--- config.mk ---
export PLATFORM = sky130hd
export DESIGN_NAME = mest_pro_mem_seq
export DESIGN_NICKNAME = d
export VERILOG_FILES = /design/src/rtl/mest_pro_pkg.sv /design/src/rtl/mest_pro_wait_cnt.sv /design/src/rtl/mest_pro_mem_seq.sv
export SDC_FILE = /design/constraint.sdc
export NUM_CORES = 1
export LEC_CHECK = 0
export ABC_AREA = 1
export CORE_ASPECT_RATIO = 0.9
export CORE_MARGIN = 2
export CORE_UTILIZATION = 35
export DETAILED_ROUTE_END_ITERATION = 10
export MAX_ROUTING_LAYER = met4
export PLACE_DENSITY_LB_ADDON = 0.05
export SLEW_MARGIN = 10
export SYNTH_ARGS = -nofsm -noshare
export SYNTH_HDL_FRONTEND = slang
export SYNTH_SLANG_ARGS = --single-unit
--- constraint.sdc ---
create_clock -name clk -period 1.38 [get_ports clk]
set_input_delay 0.207 -clock clk [delete_from_list [all_inputs] [get_ports clk]]
set_output_delay 0.207 -clock clk [all_outputs]
set_load 0.1 [all_outputs]
--- src/rtl/mest_pro_pkg.sv ---
// Shared definitions for the memory sequencer: FSM state encoding,
// parameter defaults and the legal WAIT_CYCLES range.
package mest_pro_pkg;

  localparam int ADDR_BITS_DEF   = 16;
  localparam int DATA_BITS_DEF   = 8;
  localparam int WAIT_CYCLES_DEF = 4;
  localparam int WAIT_MIN        = 1;
  localparam int WAIT_MAX        = 15;
  localparam int CNT_BITS        = 4;

  typedef enum logic [2:0] {
    ST_IDLE   = 3'd0,
    ST_SETUP  = 3'd1,
    ST_ACCESS = 3'd2,
    ST_HOLD   = 3'd3,
    ST_DONE   = 3'd4
  } state_e;

  // Out-of-range wait counts are pinned to the nearest legal value.
  function automatic int clamp_wait(input int w);
    if (w < WAIT_MIN) return WAIT_MIN;
    if (w > WAIT_MAX) return WAIT_MAX;
    return w;
  endfunction

  // States in which the memory strobes are asserted.
  function automatic logic is_active(input state_e s);
    return (s == ST_SETUP) || (s == ST_ACCESS) || (s == ST_HOLD);
  endfunction

endpackage

--- src/rtl/mest_pro_wait_cnt.sv ---
// Down-counter that times the ACCESS phase; saturates at zero rather than
// wrapping.
module mest_pro_wait_cnt
  import mest_pro_pkg::*;
#(
  parameter int W = CNT_BITS
) (
  input  logic         clk,
  input  logic         i_reset,
  input  logic         load,
  input  logic         en,
  input  logic [W-1:0] value,
  output logic         zero
);

  logic [W-1:0] cnt_q;
  logic [W-1:0] cnt_d;

  always_comb begin
    cnt_d = cnt_q;
    if (load) begin
      cnt_d = value;
    end else if (en && (cnt_q != '0)) begin
      cnt_d = cnt_q - W'(1);
    end
  end

  always_ff @(posedge clk) begin
    if (i_reset) begin
      cnt_q <= '0;
    end else begin
      cnt_q <= cnt_d;
    end
  end

  assign zero = (cnt_q == '0);

endmodule

--- src/rtl/mest_pro_mem_seq.sv ---
// Main-memory access sequencer: IDLE -> SETUP -> ACCESS(xWAIT_CYCLES) -> HOLD
// -> DONE, with every strobe and status output registered.
module mest_pro_mem_seq
  import mest_pro_pkg::*;
#(
  parameter int ADDR_BITS   = ADDR_BITS_DEF,
  parameter int DATA_BITS   = DATA_BITS_DEF,
  parameter int WAIT_CYCLES = WAIT_CYCLES_DEF
) (
  input  logic                 clk,
  input  logic                 i_reset,
  input  logic                 i_req,
  input  logic                 i_wr,
  input  logic [ADDR_BITS-1:0] i_addr,
  input  logic [DATA_BITS-1:0] i_wdata,
  input  logic                 i_clr_err,
  input  logic [DATA_BITS-1:0] i_mm_rdata,
  output logic                 o_busy,
  output logic                 o_done,
  output logic [DATA_BITS-1:0] o_rdata,
  output logic                 o_overrun,
  output logic [ADDR_BITS-1:0] o_mm_addr,
  output logic [DATA_BITS-1:0] o_mm_dat,
  output logic                 o_mm_select,
  output logic                 o_cs,
  output logic                 o_we
);

  localparam int                  WAIT_EFF = clamp_wait(WAIT_CYCLES);
  localparam logic [CNT_BITS-1:0] CNT_LOAD = CNT_BITS'(WAIT_EFF - 1);

  state_e               state_q,   state_d;
  logic                 wr_q,      wr_d;
  logic [ADDR_BITS-1:0] addr_q,    addr_d;
  logic [DATA_BITS-1:0] wdata_q,   wdata_d;
  logic [DATA_BITS-1:0] rdata_q,   rdata_d;
  logic                 overrun_q, overrun_d;
  logic                 busy_q,    busy_d;
  logic                 done_q,    done_d;
  logic                 cs_q,      cs_d;
  logic                 sel_q,     sel_d;
  logic                 we_q,      we_d;

  logic cnt_load;
  logic cnt_en;
  logic cnt_zero;

  mest_pro_wait_cnt #(
    .W(CNT_BITS)
  ) u_wait_cnt (
    .clk    (clk),
    .i_reset(i_reset),
    .load   (cnt_load),
    .en     (cnt_en),
    .value  (CNT_LOAD),
    .zero   (cnt_zero)
  );

  always_comb begin
    state_d   = state_q;
    wr_d      = wr_q;
    addr_d    = addr_q;
    wdata_d   = wdata_q;
    rdata_d   = rdata_q;
    overrun_d = overrun_q;
    cnt_load  = 1'b0;
    cnt_en    = 1'b0;

    case (state_q)
      ST_IDLE, ST_DONE: begin
        if (i_req) begin
          wr_d    = i_wr;
          addr_d  = i_addr;
          wdata_d = i_wdata;
          state_d = ST_SETUP;
        end else begin
          state_d = ST_IDLE;
        end
      end
      ST_SETUP: begin
        state_d  = ST_ACCESS;
        cnt_load = 1'b1;
      end
      ST_ACCESS: begin
        if (cnt_zero) begin
          state_d = ST_HOLD;
          if (!wr_q) begin
            rdata_d = i_mm_rdata;
          end
        end else begin
          cnt_en = 1'b1;
        end
      end
      ST_HOLD: begin
        state_d = ST_DONE;
      end
      default: begin
        state_d = ST_IDLE;
      end
    endcase

    // A request landing mid-access is dropped but flagged; set beats clear.
    if (i_req && is_active(state_q)) begin
      overrun_d = 1'b1;
    end else if (i_clr_err) begin
      overrun_d = 1'b0;
    end

    busy_d = (state_d != ST_IDLE);
    done_d = (state_d == ST_DONE);
    cs_d   = is_active(state_d);
    sel_d  = is_active(state_d);
    we_d   = (state_d == ST_ACCESS) && wr_d;
  end

  always_ff @(posedge clk) begin
    if (i_reset) begin
      state_q   <= ST_IDLE;
      wr_q      <= 1'b0;
      addr_q    <= '0;
      wdata_q   <= '0;
      rdata_q   <= '0;
      overrun_q <= 1'b0;
      busy_q    <= 1'b0;
      done_q    <= 1'b0;
      cs_q      <= 1'b0;
      sel_q     <= 1'b0;
      we_q      <= 1'b0;
    end else begin
      state_q   <= state_d;
      wr_q      <= wr_d;
      addr_q    <= addr_d;
      wdata_q   <= wdata_d;
      rdata_q   <= rdata_d;
      overrun_q <= overrun_d;
      busy_q    <= busy_d;
      done_q    <= done_d;
      cs_q      <= cs_d;
      sel_q     <= sel_d;
      we_q      <= we_d;
    end
  end

  assign o_busy      = busy_q;
  assign o_done      = done_q;
  assign o_rdata     = rdata_q;
  assign o_overrun   = overrun_q;
  assign o_mm_addr   = addr_q;
  assign o_mm_dat    = wdata_q;
  assign o_mm_select = sel_q;
  assign o_cs        = cs_q;
  assign o_we        = we_q;

endmodule

# Yosys cells after proc, flatten, opt, wreduce, memory -nomap -nowiden
# Cells that the tools add are included.
# Widths: inputs -> output; s select.
[totals]
ff_bits = 45
inputBits = 37
out_inout_bits = 38
elab_cells = 51
[classes]
n_addsub = 1
n_eq_ne = 8
mux = 12
bitwise_logic = 1
reduce_logical = 17
[ops]
columns = ["cell", "count"]
rows = [
  ["$eq 3x2->1 const B", 4],
  ["$pmux 3 s4", 1],
  ["$mux 1", 8],
  ["$eq 3x1->1 const B", 2],
  ["$eq 3x3->1 const B", 2],
  ["$logic_not 4->1", 1],
  ["$logic_or 1x1->1", 4],
  ["$mux 2", 2],
  ["$reduce_bool 2->1", 2],
  ["$reduce_bool 4->1", 1],
  ["$reduce_or 2->1", 2],
  ["$sub 4x1->4 const B", 1],
  ["$logic_and 1x1->1", 3],
  ["$logic_not 3->1", 1],
  ["$mux 3", 1],
  ["$reduce_and 3->1", 1],
  ["$reduce_bool 3->1", 1],
  ["$reduce_and 2->1", 1],
  ["$not 1->1", 1],
]

# Logic depth before layout (Yosys ltp)
# Gate-level depths: netlist of run 1.
[logic_depth]
word_depth = 6
ltp_mapped = 8
mapped_depth_nobuf = 7

# Hierarchy
# From an unflattened synthesis of run 1, not the netlist that was laid out.
[hier_totals]
cells_unflattened = 248
hier_area_um2 = 1915.6
[modules_own_cells]
columns = ["mod", "n_inst", "cells_each", "area_each_um2", "seq_area_each_um2"]
rows = [
  ["mest_pro_mem_seq", 1, 207, 1641.6, 820.8],
  ["mest_pro_wait_cnt", 1, 41, 274.0, 80.1],
]

# Worst setup path after synthesis of run 1
# No wires, ideal clock.
[synth_timing]
path_kind = "reg-to-output"
from = "reg sel_q, in the netlist o_mm_select"
to = "out o_mm_select"
arrival_time_ns = 1.356
required_ns = 1.173
path_slack_ns = -0.183
path_stages_with_launch = 2
n_path_buf = 1
path_cell_list = "dfxtp_1 buf_4"
[synth_rtl]
columns = ["item", "line", "text"]
rows = [
  ["from (decl)", "mest_pro_mem_seq.sv:41", "logic sel_q, sel_d;"],
  ["from (signal assigned)", "mest_pro_mem_seq.sv:139", "sel_q <= sel_d;"],
  ["to (decl)", "mest_pro_mem_seq.sv:24", "output logic o_mm_select,"],
]
# No word-level cell between the ends.

# Worst setup path after layout of run 1
[layout_timing]
from = "reg u_wait_cnt.cnt_q[0]"
to = "reg rdata_q[1], in the netlist o_rdata[1]"
[layout_between]
elab_chain_cells = 2
[layout_rtl]
columns = ["item", "line", "text"]
rows = [
  ["from (decl)", "mest_pro_wait_cnt.sv:16", "logic [W-1:0] cnt_q;"],
  ["from (signal assigned)", "mest_pro_wait_cnt.sv:32", "cnt_q <= cnt_d;"],
  ["$logic_not 4->1", "mest_pro_wait_cnt.sv:36", "assign zero = (cnt_q == '0);"],
  ["$reduce_and 3->1 (no line)", "--", ""],
  ["to (signal assigned)", "mest_pro_mem_seq.sv:134", "rdata_q <= rdata_d;"],
  ["to (decl)", "mest_pro_mem_seq.sv:36", "logic [DATA_BITS-1:0] rdata_q, rdata_d;"],
]
# Every way passes these cells.
# A chain may end at the register's enable or synchronous reset.

==> results of run 1 <==
[worst min path at each step]
stage                                      to  slack, ns  cells after the start
after global routing              o_mm_dat[5]       0.52                      3
after global placement    u_wait_cnt.cnt_q[3]       0.47                      2
after detailed placement  u_wait_cnt.cnt_q[1]       0.49                      2
after CTS                 u_wait_cnt.cnt_q[1]       0.50                      2
after floorplan                 o_mm_addr[11]       0.35                      2
final                     u_wait_cnt.cnt_q[1]       0.49                      2
[stage by stage]
stage	setup slack, ns	power (mW)	hold slack, ns
2_1_floorplan	0.123	2.80	0.354
3_3_place_gp	-0.00138	3.61	0.474
3_5_place_dp	-0.0422	3.62	0.488
4_1_cts	0.0440	4.65	0.500
5_1_grt	0.00796	4.82	0.521
6_report	0.0999	4.61	0.494
[worst max-delay path, delay by kind of cell, from the launching register on]
| family | cells | cell delay, ns |
|---|---|---|
| flip-flops | 1 | 0.33 |
| buffers and inverters | 2 | 0.23 |
| AND/OR/NAND/NOR | 5 | 0.41 |
| adder cells (fa/ha/maj) | 1 | 0.21 |
[power groups by stage]
stage	clock network (mW)	registers, mW	logic (mW)
after CTS	1.04	1.59	2.03
after global routing	1.11	1.60	2.11
final	1.02	1.58	2.01
after floorplan	0	2.39	0.412
after global placement	0	1.61	1.99
after detailed placement	0	1.62	2.01
[final cells by class]
cell class	instances	area, um^2	share of cell area [%]
Multi-Input combinational cell	152	674	21.5
Timing Repair Buffer	84	1270	40.5
Clock buffer	7	86.3	2.75
Sequential cell	45	902	28.7
Inverter	24	92.6	2.95
Clock inverter	1	30.0	0.957
Tap cell	65	81.3	2.59
[cell usage after synthesis]
master / number / area, um^2
a21oi_1: 5 / 25.0
and2_1: 1 / 6.26
buf_2: 7 / 35.0
buf_4: 1 / 7.51
buf_6: 1 / 11.3
clkbuf_1: 1 / 3.75
dfxtp_1: 45 / 901
ha_1: 1 / 12.5
inv_1: 20 / 75.1
inv_2: 3 / 11.3
inv_4: 1 / 6.26
nand2_1: 36 / 135
nand3_1: 6 / 30.0
nand3_2: 1 / 10.0
nand3_4: 1 / 17.5
nand4_1: 1 / 6.26
nor2_1: 69 / 259
nor2_4: 1 / 11.3
nor3_1: 1 / 5.00
o211ai_1: 1 / 7.51
o21ai_0: 19 / 95.1
o21ai_1: 8 / 40.0
xor2_1: 1 / 8.76
[layout by cell type (no fill, tap or decap)]
cell              n
nor2_1           69
dfxtp_1          44
buf_12           44
clkdlybuf4s50_1  36
nand2_1          35
inv_1            20
o21ai_0          19
o21ai_1           8
nand3_1           6
clkbuf_8          6
a21oi_1           5
buf_4             4
inv_2             3
nand3_4           1
inv_4             1
nand3_2           1
nand4_1           1
nor2_4            1
o211ai_1          1
nor3_1            1
nand2_2           1
xor2_1            1
and2_1            1
ha_2              1
clkbuf_1          1
bufinv_16         1
dfxtp_2           1
[routing by layer]
layer	track usage [%]	vias to the layer above
li1	-	870
met1	19.4	716
met2	25.4	49
met3	6.20	7
met4	5.85	0
met5	-	-
[state kept, by name (all words and copies together), names as in the netlist]
| signal | cells |
|---|---|
| u_wait_cnt.cnt_q | 4 |
| o_we | 1 |
| o_rdata | 8 |
| o_mm_addr | 16 |
| wr_q | 1 |
| o_mm_dat | 8 |
| state_q | 3 |
| o_overrun | 1 |
| o_busy | 1 |
| o_mm_select | 1 |
| o_done | 1 |
[logic make-up after synthesis]
logic type                 count (synthesis)  synth area share, %
AOI/OAI and AO/OA                         33                 9.75
DFF                                       45                 52.4
buffers and inverters                     34                 8.73
and+or+nand+nor                          117                 27.9
adders and majority gates                  1                0.727
xor gates and xnor gates                   1                0.509
[what timing repair did]
action / CTS / global route
endpoints found under the setup margin: 8 / 12
gates resized for setup: 0 / 2
endpoints found under the hold margin: 0 / 0
hold buffers: 0 / 0
pin swaps: 1 / 2
setup buffers: 1 / 0
==> metrics, run 1 <==
# rows 24; First-pass DRT Iterations 4; drt initial violations 48; Pwr per Cell Area between 1000 and 1500 nW/um^2; WL met2 between 1.5 and 2 mm; Mean Syn Cell Area roughly 7.4 um^2; first-pass GRT wire length 6.79 mm; critical path cell sequence inv_1, ha_2, nand4_1, nor2_4, buf_12, nand2_1, nand2_1, nor2_1; Total Routing Usage GR 16.3%; Max VDD drop ~0.00096 V; CP Data Arrival Time roughly 1.5 ns; Core Area approximately 4800 um^2; Slew Limit Fails 0; Die ar. between 5000 and 6000 um^2; worst setup path start u_wait_cnt.cnt_q[0]; Sum Neg Setup Slack 0 ns; largest net degree at the start of global routing 20; Worst R2R End o_rdata[1]; status finished, final reports clean; final hold vios 0; met3 WL about 330 um; Root Buffer clkbuf_8; syn nets around 270; Clk Latency, worst-skew pair approximately 0.29 ns; GR Overflow Total 0; Yosys cell types 23; YS warnings 0; P&R area growth vs syn 82.4%; I/O Buffers 74; Worst path max stage delay about 0.33 ns; synthesized instance count 231; crit-path max FO 16; antenna violations before repair 0; fin nets between 300 and 400; H-tree depth 2; leakage power ~1.3 nW; Initial Utilization between 30% and 40%; Clock Power Share a little over a fifth; FMAX 781 MHz; Clock Path Buffers 2; Most common cell on crit path nand2_1; period utilization around 93%; cell depth of the worst flop-to-flop path 8; Critical Path RT between 1.5 and 2 ns; reg2reg start u_wait_cnt.cnt_q[0]; max cap viols 0; routed vias/inst approximately 4.3; FF+latch count, synth between 40 and 50; Psw roughly 1.8 mW; DIE HEIGHT a little over 70 um; post-detailed-routing wire length between 4 and 5 mm; hold path start u_wait_cnt.cnt_q[1]; crit path capture o_rdata[1]; Hold Crit Class flop to flop; post-route ant nets 0; final cell count without fillers about 380; final setup fails 0; Slowest-stage cell, CP dfxtp_1; Comb power frac between 40% and 50%; routed len/inst 11.1 um; vias post-DR between 1500 and 2000; final instance area ~3100 um^2; CTS tree built; fin crit period ~1.3 ns; met1 wire length 1.82 mm; io pins 75; cts bufs inserted 5; switching part of the total power between 30% and 40%; DR top layer met4; fin util around two thirds; placer congestion estimate around 0.81; layout cells sized above 1 20.8%; dpl cells 369; internal power between 2 and 3 mW; DRC errors left 0; Slew @ Worst Pin between 0.2 and 0.25 ns; Slew headroom roughly 85%; DP HPWL between 3 and 4 mm; fillers between 400 and 500; Die Wd a little under 80 um; sequential fraction of design power roughly a third; Crit Path Class flop to flop; Antenna diodes 0; Mapped Area around 1700 um^2; clk slew on worst S/H paths about 0.08 ns; vias in the first global route 1492; setup slack, reg-to-reg about 0.1 ns; CTS Sinks 45; Worst Clk Skew 0.00387 ns; CP Capture Type flop; startpoint types flop; Seq/Total Area, Yosys a little over half; RSZ-0062 raised after global routing false; Placed Area 3000 um^2
(Power assumes the default switching activity.)
==> run 2, diff against run 1 <==
CTS_CLUSTER_DIAMETER = 60   (was unset)
SYNTH_HIERARCHICAL = 1   (was unset)
==> metrics, run 2 <==
Initial Utilization a little over a third; Slew Limit Fails 0; FF+latch count, synth 45; Die ar. 6080 um^2; drt initial violations 80; First-pass DRT Iterations 4; leakage power between 1 and 1.5 nW; CTS Sinks 45; Tot Pwr 4.66 mW; P&R area growth vs syn 70.8%; vias in the first global route around 1600; antenna violations before repair 0; routed vias/inst about 4.4; final cell count without fillers 400; io pins 75; Max VDD drop 0.000770 V; # rows 25; CP Capture Type flop; sequential fraction of design power between 30% and 40%; Antenna diodes 0; fin crit period about 1.3 ns; GR Overflow Total 0; Clock Path Buffers 2; DP HPWL roughly 3.3 mm; most common library cells after synthesis nor2_1, dfxtp_1, o21ai_0; clk slew on worst S/H paths 0.07 ns; dpl cells just under 400; Synth Area in Simple Gates 31.7%; Mapped Area around 1900 um^2; count leader, synth nor2_1; YS warnings 6; layout cells sized above 1 30.6%; Pwr per Cell Area approximately 1400 nW/um^2; startpoint types flop; final hold vios 0; period utilization 91.3%; commonest non-fill, non-tap cell in the layout nor2_1; routed len/inst approximately 11 um; Hold Crit Class flop to flop; Total Routing Usage GR approximately 17%; Seq/Total Area, Yosys 47.0%; Post-Synth Adder-Cell Area less than 1%; placer congestion estimate ~0.8; max reg flops 16; Comb power frac 49.0%; Synth top area share between 40 and 50%; FMAX a little under 800 MHz; vias post-DR around 1800; Clock Power Share between 15 and 20%; H-tree depth 2; Post-Synth XOR/XNOR Area less than 1%; CTS tree built; hold buffers post-CTS 0; CP Data Arrival Time approximately 1.5 ns; crit-path max FO 5; Yosys cell types 27; largest net degree at the start of global routing 25; status finished, final reports clean; switching part of the total power 43.0%; Synth area leader dfxtp_1; cts bufs inserted 5; Mean Syn Cell Area between 7 and 8 um^2; Worst Clk Skew about 0.0055 ns; fin nets around 370; number of synthesized flops with an enable pin 0; Top FF cell, synth dfxtp_1; main combinational cell family by area after synthesis simple AND/OR/NAND/NOR gates; internal power 2.66 mW; Clk Latency, worst-skew pair between 0.2 and 0.3 ns; max cap viols 0; Core Area about 5300 um^2; Synth Area in Compound Gates between 8 and 9%; post-detailed-routing wire length 4.57 mm; I/O Buffers between 70 and 80; first-pass GRT wire length between 7 and 8 mm; DIE HEIGHT around 74 um; most frequent cells in the layout nor2_1, dfxtp_1, buf_12; Critical Path RT 1.57 ns; mux cell area share after synthesis 0%; DRC errors left 0; synthesized instance count around 250; post-route ant nets 0; final setup fails 0; Crit Path Class flop to flop; ys async rst share 0%; Root Buffer clkbuf_8; Die Wd approximately 82 um; Psw approximately 2 mW; synth top area cells dfxtp_1, nor2_1, o21ai_0, nor2_2, inv_1
run 2: cell families (layout without fill, tap and decap cells):
| logic type | count (synthesis) | after routing |
|---|---|---|
| buf+inv | 40 | 123 |
| flops | 45 | 45 |
| compound gates | 32 | 32 |
| other cells | 2 | 4 |
| fa+ha+maj | 1 | 1 |
| simple gates | 127 | 127 |
| xor+xnor | 1 | 1 |
run 2: critical path, cell delays in order (launching register included):
cell	delay, ns
dfxtp_2	0.34
inv_2	0.05
ha_4	0.16
nand3_4	0.06
inv_2	0.06
nor2_2	0.14
nand2_4	0.08
nand2_4	0.08
clkinv_2	0.06
nor2_1	0.08
nor2_1	0.05
run 2: per-layer routing:
metal	routed length, um	share of wire, %	vias to the layer above	GRT usage (%)
met5	0	0	-	-
li1	-	-	933	-
met4	48	1.1	0	4.44
met2	2030	44	50	24.8
met1	2200	48	783	21.9
met3	289	6.3	5	4.61
run 2: layout make-up:
class	count	area [um^2]
multi-input combinational	165	840
inverter	30	124
sequential	45	907
clock buffer	5	68.8
tap	67	83.8
clock inverter	1	5.00
fill	453	1980
timing repair buffer	87	1240
run 2: final timing paths:
kind,startpoint,end,slack [ns],depth (start not counted)
max,u_wait_cnt/cnt_q[1],u_wait_cnt/cnt_q[1],0.12,10
min reg2reg,u_wait_cnt/cnt_q[3],u_wait_cnt/cnt_q[3],0.50,2
max reg2reg,u_wait_cnt/cnt_q[1],u_wait_cnt/cnt_q[1],0.12,10
min,u_wait_cnt/cnt_q[3],u_wait_cnt/cnt_q[3],0.50,2
run 2: what timing repair did:
action / CTS / global route
resized for setup: 1 / 12
cloned: 0 / 0
endpoints found under the setup margin: 8 / 12
setup buffers: 0 / 1
pin swaps: 0 / 5
run 2: stage by stage:
| stage | area (um^2) | setup TNS [ns] | utilization [%] | hold WS (ns) | setup WS (ns) |
|---|---|---|---|---|---|
| 3_3_place_gp | 3160 | -0.0172 | 60.1 | 0.485 | -0.00524 |
| 5_1_grt | 3270 | -0.000690 | 62.3 | 0.521 | -0.000690 |
| 6_report | 3270 | 0 | 62.3 | 0.499 | 0.119 |
| 4_1_cts | 3240 | 0 | 61.6 | 0.501 | 0.00310 |
| 2_1_floorplan | 1930 | 0 | - | 0.269 | 0.0258 |
| 3_5_place_dp | 3160 | -0.410 | 60.1 | 0.488 | -0.0575 |
run 2: power by group through the flow:
stage	combinational (mW)	sequential [mW]	clock, mW
after detailed placement	2.23	1.65	0
after floorplan	0.622	2.44	0
after global routing	2.42	1.65	0.840
after CTS	2.25	1.62	0.780
after global placement	2.22	1.65	0
final	2.28	1.63	0.752
==> run 3, diff against run 2 <==
CAP_MARGIN = 20   (was unset)
clock period = 1.4 ns   (was 1.38 ns; I/O delays follow)
==> metrics, run 3 (same netlist as run 2, synthesis figures left out) <==
Hold Crit Class flop to flop; Critical Path RT between 1.5 and 2 ns; setup slack, reg-to-reg roughly 0.091 ns; fin crit period ~1.3 ns; Tot Pwr 4.89 mW; Clk Latency, worst-skew pair just under 0.3 ns; First-pass DRT Iterations 4; FMAX roughly 760 MHz; Total Routing Usage GR roughly 16%; DP HPWL ~3.3 mm; period utilization between 90% and 100%; clk slew on worst S/H paths 0.08 ns; max reg flops 16; CTS tree built; # rows 25; routed vias/inst between 4 and 5; vias in the first global route roughly 1600; placer congestion estimate roughly 0.79; most frequent cells in the layout nor2_1, dfxtp_1, buf_12; Max VDD drop about 0.00083 V; H-tree depth 2; Root Buffer clkbuf_8; vias post-DR between 1500 and 2000; final cell count without fillers between 400 and 500; startpoint types flop; layout cells sized above 1 30.6%; Slew Limit Fails 0; CTS Sinks 45; crit-path max FO 8; Die ar. ~6000 um^2; WHS Path Cells 2; Antenna diodes 0; post-detailed-routing wire length 4.70 mm; I/O Buffers 74; final instance area between 3000 and 4000 um^2; status finished, final reports clean; leakage power 1.45 nW; dpl cells 394; cell depth of the worst flop-to-flop path 9; hold path start u_wait_cnt/cnt_q[3]; routed len/inst about 12 um; io pins 75; largest net degree at the start of global routing 26; post-route ant nets 0; CP Capture Type flop; Hold Worst Slack between 0.4 and 0.5 ns; drt initial violations 36; fin nets roughly 370; Pwr per Cell Area approximately 1500 nW/um^2; Clock Path Buffers 2; final setup fails 0; Crit Path Class flop to flop; Worst R2R End o_rdata[6]; Worst Clk Skew ~0.004 ns; end point of the worst hold path u_wait_cnt/cnt_q[3]; CP Data Arrival Time between 1.5 and 2 ns; final hold vios 0; P&R area growth vs syn 73.3%; reg2reg start u_wait_cnt/cnt_q[0]; cts bufs inserted 5; DIE HEIGHT 74.2 um; GR Overflow Total 0; Initial Utilization between 30% and 40%; antenna violations before repair 0; Sum Neg Setup Slack 0 ns; first-pass GRT wire length 7.27 mm; DRC errors left 0; commonest non-fill, non-tap cell in the layout nor2_1; Die Wd slightly above 80 um; max cap viols 0; Core Area 5260 um^2; Placed Area approximately 3200 um^2
## run 3: what timing repair did
| action | in CTS | in global routing |
|---|---|---|
| endpoints found under the hold margin | 0 | 0 |
| hold buffers | 0 | 0 |
| buffers inserted | 0 | 2 |
| pin swaps | 0 | 4 |
| setup endpoints to repair | 10 | 12 |
| gates resized for setup | 2 | 11 |
## run 3: worst max-delay path by stage
stage	startpoint	endpoint	slack, ns	depth (start not counted)
5_1_grt	u_wait_cnt/cnt_q[0]	o_rdata[6]	-0.005	9
4_1_cts	u_wait_cnt/cnt_q[0]	u_wait_cnt/cnt_q[1]	0.01	10
6_report	u_wait_cnt/cnt_q[0]	o_rdata[6]	0.09	9
3_5_place_dp	u_wait_cnt/cnt_q[0]	o_rdata[5]	-0.03	9
2_1_floorplan	u_wait_cnt/cnt_q[0]	u_wait_cnt/cnt_q[1]	0.02	10
3_3_place_gp	i_req	o_mm_addr[0]	0.02	5
## run 3: metrics by stage
stage	utilization, %	worst slack [ns]
finish	63.2	0.0915
global route	63.2	-0.00537
CTS	62.3	0.0137
detailed placement	60.0	-0.0280
global placement	60.0	0.0183
floorplan	-	0.0169
## run 3: critical path: stages, from the launching register on
cell     delay (ns)
dfxtp_2        0.33
inv_2          0.07
ha_4           0.14
nand3_4        0.09
inv_4          0.10
inv_2          0.05
nor2_4         0.19
nand4_1        0.12
nand2_1        0.08
nor2_1         0.03
## run 3: layout make-up
class	instances	area, um^2
Clock buffer	7	86.3
Timing Repair Buffer	89	1250
Sequential cell	45	905
Fill cell	490	1940
Multi-Input combinational cell	165	845
Inverter	30	124
Tap cell	67	83.8
Clock inverter	1	30.0
## run 3: report_power, final
part           internal, mW  leakage (nW)  total (mW)  switching [mW]
clock                 0.582        0.0585        1.01           0.423
combinational         0.859          1.02        2.28            1.42
sequential             1.43         0.372        1.60           0.168
total                  2.88          1.45        4.89            2.01
## run 3: layer usage
metal | share of wire (%) | vias to the layer above | track usage, %
met3 | 5.6 | 9 | 4.13
met5 | 0 | - | -
met1 | 45 | 790 | 18.9
li1 | - | 945 | -
met4 | 1.9 | 0 | 6.11
met2 | 48 | 47 | 26.8
